==> src/rtl/maxpool2d_if.sv <==
// Handshake and data bundle between the conv/ReLU stage and the max-pooling stage.
interface maxpool2d_if #(
  parameter int unsigned SIZE      = 5,
  parameter int unsigned POOL      = 2,
  parameter int unsigned WIDTH_BIT = 8
);
  localparam int unsigned OUT = SIZE / POOL;

  logic                                        start;
  logic [SIZE-1:0][SIZE-1:0][WIDTH_BIT-1:0]    inpMatrix;
  logic                                        busy;
  logic                                        done;
  logic [OUT-1:0][OUT-1:0][WIDTH_BIT-1:0]      poolOut;

  modport master (output start, inpMatrix, input busy, done, poolOut);
  modport slave  (input start, inpMatrix, output busy, done, poolOut);
endinterface

==> src/rtl/maxpool2d.sv <==
// Non-overlapping POOL x POOL max-pooling over a snapshot of the conv feature map,
// one element per cycle, results written in raster order then a one-cycle done pulse.
module maxpool2d #(
  parameter int unsigned SIZE      = 5,
  parameter int unsigned POOL      = 2,
  parameter int unsigned WIDTH_BIT = 8
) (
  input  logic        clock,
  input  logic        nreset,
  maxpool2d_if.slave  bus
);
  localparam int unsigned OUT = SIZE / POOL;
  localparam int unsigned PP  = POOL * POOL;
  localparam int unsigned KW  = (PP  > 1) ? $clog2(PP)  : 1;
  localparam int unsigned RW  = (OUT > 1) ? $clog2(OUT) : 1;
  localparam int unsigned IW  = (SIZE > 1) ? $clog2(SIZE) : 1;

  typedef enum logic [1:0] {S_IDLE, S_SCAN, S_WRITE, S_DONE} state_t;

  state_t r_state, w_state_nxt;
  logic   r_start_q, r_busy, r_done;
  logic   w_busy_d, w_done_d;
  logic   w_trig, w_last_k, w_last_c, w_last_r;

  logic [SIZE-1:0][SIZE-1:0][WIDTH_BIT-1:0] r_snap;
  logic [OUT-1:0][OUT-1:0][WIDTH_BIT-1:0]   r_pool;
  logic signed [WIDTH_BIT-1:0]              r_max;
  logic signed [WIDTH_BIT-1:0]              w_elem;
  logic [KW-1:0]                            r_k;
  logic [RW-1:0]                            r_r, r_c;
  logic [IW-1:0]                            w_er, w_ec;
  int unsigned                              w_row_i, w_col_i;

  assign w_trig   = bus.start & ~r_start_q;
  assign w_last_k = (r_k == KW'(PP - 1));
  assign w_last_c = (r_c == RW'(OUT - 1));
  assign w_last_r = (r_r == RW'(OUT - 1));

  // Element k of the current window, row-major inside the window.
  always_comb begin
    w_row_i = 32'(r_r) * POOL + 32'(r_k) / POOL;
    w_col_i = 32'(r_c) * POOL + 32'(r_k) % POOL;
    w_er    = IW'(w_row_i);
    w_ec    = IW'(w_col_i);
    w_elem  = r_snap[w_er][w_ec];
  end

  always_ff @(posedge clock or negedge nreset) begin
    if (!nreset) begin
      r_state   <= S_IDLE;
      r_start_q <= 1'b0;
      r_busy    <= 1'b0;
      r_done    <= 1'b0;
    end else begin
      r_state   <= w_state_nxt;
      r_start_q <= bus.start;
      r_busy    <= w_busy_d;
      r_done    <= w_done_d;
    end
  end

  always_comb begin
    w_state_nxt = r_state;
    case (r_state)
      S_IDLE:  if (w_trig) w_state_nxt = S_SCAN;
      S_SCAN:  if (w_last_k) w_state_nxt = S_WRITE;
      S_WRITE: w_state_nxt = (w_last_r && w_last_c) ? S_DONE : S_SCAN;
      S_DONE:  w_state_nxt = S_IDLE;
      default: w_state_nxt = S_IDLE;
    endcase
  end

  always_comb begin
    w_busy_d = r_busy;
    w_done_d = 1'b0;
    case (r_state)
      S_IDLE:  if (w_trig) w_busy_d = 1'b1;
      S_WRITE: w_done_d = w_last_r && w_last_c;
      S_DONE:  w_busy_d = 1'b0;
      default: ;
    endcase
  end

  // Snapshot, window counters, running max and the registered output map.
  always_ff @(posedge clock or negedge nreset) begin
    if (!nreset) begin
      r_snap <= '0;
      r_pool <= '0;
      r_max  <= '0;
      r_k    <= '0;
      r_r    <= '0;
      r_c    <= '0;
    end else begin
      case (r_state)
        S_IDLE: if (w_trig) begin
          r_snap <= bus.inpMatrix;
          r_k    <= '0;
          r_r    <= '0;
          r_c    <= '0;
        end
        S_SCAN: begin
          r_max <= ((r_k == '0) || (w_elem > r_max)) ? w_elem : r_max;
          if (!w_last_k) r_k <= r_k + KW'(1);
        end
        S_WRITE: begin
          r_pool[r_r][r_c] <= r_max;
          r_k              <= '0;
          if (w_last_c) begin
            r_c <= '0;
            r_r <= r_r + RW'(1);
          end else begin
            r_c <= r_c + RW'(1);
          end
        end
        default: ;
      endcase
    end
  end

  assign bus.busy    = r_busy;
  assign bus.done    = r_done;
  assign bus.poolOut = r_pool;
endmodule

==> src/flat_wrapper.sv <==
// flat-port wrapper written by rule: the top's interface ports become plain ports
module maxpool2d_flat 
#(
  parameter int unsigned SIZE      = 5,
  parameter int unsigned POOL      = 2,
  parameter int unsigned WIDTH_BIT = 8
)
  (clock, nreset, bus_start, bus_inpMatrix, bus_busy, bus_done, bus_poolOut);
  maxpool2d_if #(.SIZE(SIZE), .POOL(POOL), .WIDTH_BIT(WIDTH_BIT)) bus_i ();
  input  logic clock;
  input  logic nreset;
  input wire logic [$bits(bus_i.start)-1:0] bus_start;
  input wire logic [$bits(bus_i.inpMatrix)-1:0] bus_inpMatrix;
  output wire logic [$bits(bus_i.busy)-1:0] bus_busy;
  output wire logic [$bits(bus_i.done)-1:0] bus_done;
  output wire logic [$bits(bus_i.poolOut)-1:0] bus_poolOut;
  assign bus_i.start = bus_start;
  assign bus_i.inpMatrix = bus_inpMatrix;
  assign bus_busy = bus_i.busy;
  assign bus_done = bus_i.done;
  assign bus_poolOut = bus_i.poolOut;
  maxpool2d #(.SIZE(SIZE), .POOL(POOL), .WIDTH_BIT(WIDTH_BIT)) u_core (.clock(clock), .nreset(nreset), .bus(bus_i));
endmodule
==> config.mk <==
export PLATFORM = sky130hd
export DESIGN_NAME = maxpool2d_flat
export DESIGN_NICKNAME = d
export VERILOG_FILES = /design/src/rtl/maxpool2d_if.sv /design/src/rtl/maxpool2d.sv /design/src/flat_wrapper.sv
export SDC_FILE = /design/constraint.sdc
export NUM_CORES = 1
export LEC_CHECK = 0
export ABC_CLOCK_PERIOD_IN_PS = 2900
export CORE_MARGIN = 2
export CORE_UTILIZATION = 43
export DETAILED_ROUTE_END_ITERATION = 12
export PLACE_DENSITY = 0.77
export SLEW_MARGIN = 20
export SYNTH_ARGS = -nofsm -noshare
export SYNTH_HDL_FRONTEND = slang
export SYNTH_SLANG_ARGS = --single-unit
==> constraint.sdc <==
create_clock -name clock -period 2.9 [get_ports clock]
set_input_delay 0.58 -clock clock [delete_from_list [all_inputs] [get_ports clock]]
set_output_delay 0.58 -clock clock [all_outputs]
set_load 0.05 [all_outputs]
==> impl_metrics.tcl <==
set metrics [dict create \
    status "complete, but fails checks" \
    violations "setup timing" \
    route.met2.wl_um 9080 \
    p_int_mw 8.01 \
    crit_family "multiplexers" \
    grtUsageTotal 0.197 \
    hold_path.class "input port to async pin" \
    grt_max_degree 95 \
    start_kind "flip-flop" \
    timing.critical_path.mode_cell "buf_12" \
    seq_area_frac_synth 0.569 \
    num_rows 49 \
    wl_per_cell_um 19.3 \
    fin_crit_sh 1.02 \
    grt_pass1_vias 5417 \
    yosys_warnings 0 \
    synth_ff_type "dfrtp_1" \
    setup_viol 7 \
    slowest_delay_ns 0.54 \
    rsz0062_at_grt "true" \
    numCtsBuffers 17 \
    p_comb_frac 0.440 \
    met1Wirelength_um 7810 \
    layout-drive-gt1-share 0.417 \
    endpoint_kind "flip-flop" \
    floorplan.die_area_sq_um 19200 \
    area_growth_syn_to_layout_pct 38.3 \
    syn_nets 713 \
    fin_nets 905 \
    wl_um 18100 \
    drv_slew 0 \
    drt_iter0_markers 215 \
    cts_root_buf "clkbuf_16" \
    fillers 1310 \
    maxCapViolCount 0 \
    gp_congestion 0.805 \
    grt_pass1_wl_um 29300 \
    pwr-share-clk 0.201 \
    overflow 0 \
    power_density_nw_per_um2 1110 \
    maxSlewHeadroom 0.447 \
    avgSynthCellArea_sq_um 15.6 \
    ff2ff_setup_slack_ns -0.06 \
    cts_tree "done" \
    synthDistinctLibCells 33 \
    cp.arrival_ns 3.26 \
    worst_slew_pin_slew_ns 0.826 \
    final-hold-violation-count 0 \
    dieHeight_um 138 \
    clkSinkCount 177 \
    synth_area_sq_um 7780 \
    cpMaxStageDelayCell "mux4_2" \
    p_switching_mw 3.95 \
    setup_tns_ns -0.352 \
    clock_path_buffers 2 \
    p_total_mw 12.0 \
    clock_latency_ns 0.43 \
    design.core.area_sq_um 17800 \
    synth_seq_cells 177 \
    synth_edf_count 0 \
    synthArstFlopShare 1.00 \
    cts_hold_buf 0 \
    p_seq_frac 0.359 \
    worstSetupPathType "flip-flop to flip-flop" \
    ant_nets 0 \
    fin_crit_ns 2.96 \
    hpwl_um 13000 \
    setup_ws_ns -0.0592 \
    drc 0 \
    post-place-ws_ns -0.206 \
    htreeDepth 4 \
    ioPinCount 237 \
    worst-path-max-fanout 8 \
    vias 4897 \
    path_clk_slew_ns 0.07 \
    p_leak_nw 4.44 \
    fmax_mhz 338 \
    skew_ns 0.00815 \
    portBuffers 164 \
    drt_pass1_iterations 4 \
    fp.dieW_um 138 \
    crit_chain "buf_12 > buf_12 > mux4_2 > a22oi_2 > nand2_2 > ha_4 > nor2b_1 > o211ai_1 > a21oi_2 > o21ai_2 > buf_6 > mux2_4" \
    vias_per_cell 5.24 \
    synthCells 500 \
    swShare 0.330 \
    initial_core_util 0.436 \
    topRoutingLayerUsed "met4" \
    worst_ep_required_time_ns 3.21 \
    worst-path-buf-inv 3 \
    ir_drop_mv 0.576 \
    met3_length_um 928 \
    antenna_found_initial 0 \
]
[layout make-up]
| type | instances | area, sq um | area share |
|---|---|---|---|
| sequential | 177 | 4430 | 0.412 |
| inverter | 12 | 45.0 | 0.00419 |
| tap | 229 | 287 | 0.0266 |
| clock buffer | 19 | 433 | 0.0403 |
| multi-input combinational | 285 | 3330 | 0.310 |
| clock inverter | 13 | 186 | 0.0173 |
| antenna | 1 | 2.50 | 0.000233 |
| timing repair buffer | 199 | 2040 | 0.190 |
[per-stage QoR]
| stage | cells | util | instance area, sq um | hold slack (ns) |
|---|---|---|---|---|
| floorplan | 500 | - | 7780 | 0.284 |
| global placement | 890 | 0.551 | 9830 | 0.477 |
| detailed placement | 890 | 0.551 | 9830 | 0.481 |
| CTS | 928 | 0.597 | 10700 | 0.190 |
| global route | 934 | 0.603 | 10800 | 0.205 |
| finish | 935 | 0.603 | 10800 | 0.178 |
[kinds of logic (layout without fill, tap and decap cells)]
| family | after synthesis | after routing | share of synthesized area |
|---|---|---|---|
| AO/OA/AOI/OAI | 37 | 37 | 0.0307 |
| multiplexers | 192 | 192 | 0.329 |
| adder cells (fa/ha/maj) | 10 | 10 | 0.0161 |
| buffers and inverters | 38 | 243 | 0.0253 |
| flip-flops | 177 | 177 | 0.569 |
| AND/OR/NAND/NOR | 46 | 46 | 0.0294 |
| other | 0 | 1 | 0 |
[placed cells by master, fill, tap and decap left out, types with 3 or more instances in the layout]
cell             instances
nor2b_1                  3
dfrtp_1                175
clkdlybuf4s50_1        163
ha_1                     5
nor3_2                   3
a21oi_2                  3
ha_4                     5
inv_1                   12
clkbuf_16               17
o21ai_0                 12
buf_8                    3
a22oi_2                 12
nand2_1                 15
buf_6                    4
mux2_4                   7
mux2_2                 152
buf_12                   8
buf_4                   21
nor2_1                   3
nor2_2                   4
nand2_2                  7
clkinvlp_4               4
bufinv_16                4
mux4_2                  30
[worst paths after layout]
kind	from	to	cells past startpoint
min in group clock	u_core.bus.poolOut[29]	u_core.bus.poolOut[29]	2
max in group asynchronous	nreset	u_core.r_snap[95]	2
worst min-delay path	nreset	u_core.bus.poolOut[3]	2
worst max register to register	u_core.r_k[1]	u_core.r_max[6]	12
worst max-delay path	u_core.r_k[1]	u_core.r_max[6]	12
worst min register to register	u_core.bus.poolOut[29]	u_core.bus.poolOut[29]	2
[power groups by stage]
stage / clock network (mW) / registers (mW) / logic (mW)
4_1_cts: 2.45 / 4.29 / 5.03
5_1_grt: 2.56 / 4.45 / 5.64
3_5_place_dp: 0 / 4.33 / 4.47
3_3_place_gp: 0 / 4.20 / 4.33
2_1_floorplan: 0 / 4.54 / 2.69
6_report: 2.40 / 4.29 / 5.26
[synthesized netlist by cell type (all sizes together), types with 4 or more instances]
library cell,n,area (sq um)
a21oi,4,20.0
dfrtp,177,4430
buf,19,125
nor2,7,31.3
clkbuf,7,26.3
o21ai,13,65.1
nor2b,4,25.0
nand2,22,82.6
a22oi,14,105
mux2,159,1790
inv,12,45.0
ha,10,125
mux4,32,758
[flip-flops by register name, summed over array words and instances (netlist names)]
signal,count
u_core.r_c,1
u_core.r_max,8
u_core.r_k,2
u_core.r_r,1
u_core.r_start_q,1
u_core.r_snap,128
u_core.bus.poolOut,32
u_core.r_state,2
u_core.bus.done,1
u_core.bus.busy,1
[routing by layer]
| metal | vias to the layer above | global-route usage |
|---|---|---|
| met5 | - | 0 |
| met4 | 0 | 0.0618 |
| met2 | 134 | 0.326 |
| met1 | 2526 | 0.257 |
| li1 | 2218 | - |
| met3 | 19 | 0.0513 |
[what timing repair did]
item | 4_1_cts | 5_1_grt
setup endpoints to repair | 8 | 8
buffers inserted | 6 | 6
hold endpoints to repair | 0 | 0
gates resized for setup | 41 | 15
pin swaps | 15 | 11
[worst reg2reg max path, cell delays in order (launching register included)]
cell and delay (ns):
dfrtp_2 0.39, buf_12 0.12, buf_12 0.12, mux4_2 0.54, a22oi_2 0.25, nand2_2 0.13, ha_4 0.23, nor2b_1 0.12
o211ai_1 0.21, a21oi_2 0.10, o21ai_2 0.18, buf_6 0.15, mux2_4 0.30
Note: power is estimated with default switching activity, not from simulation.
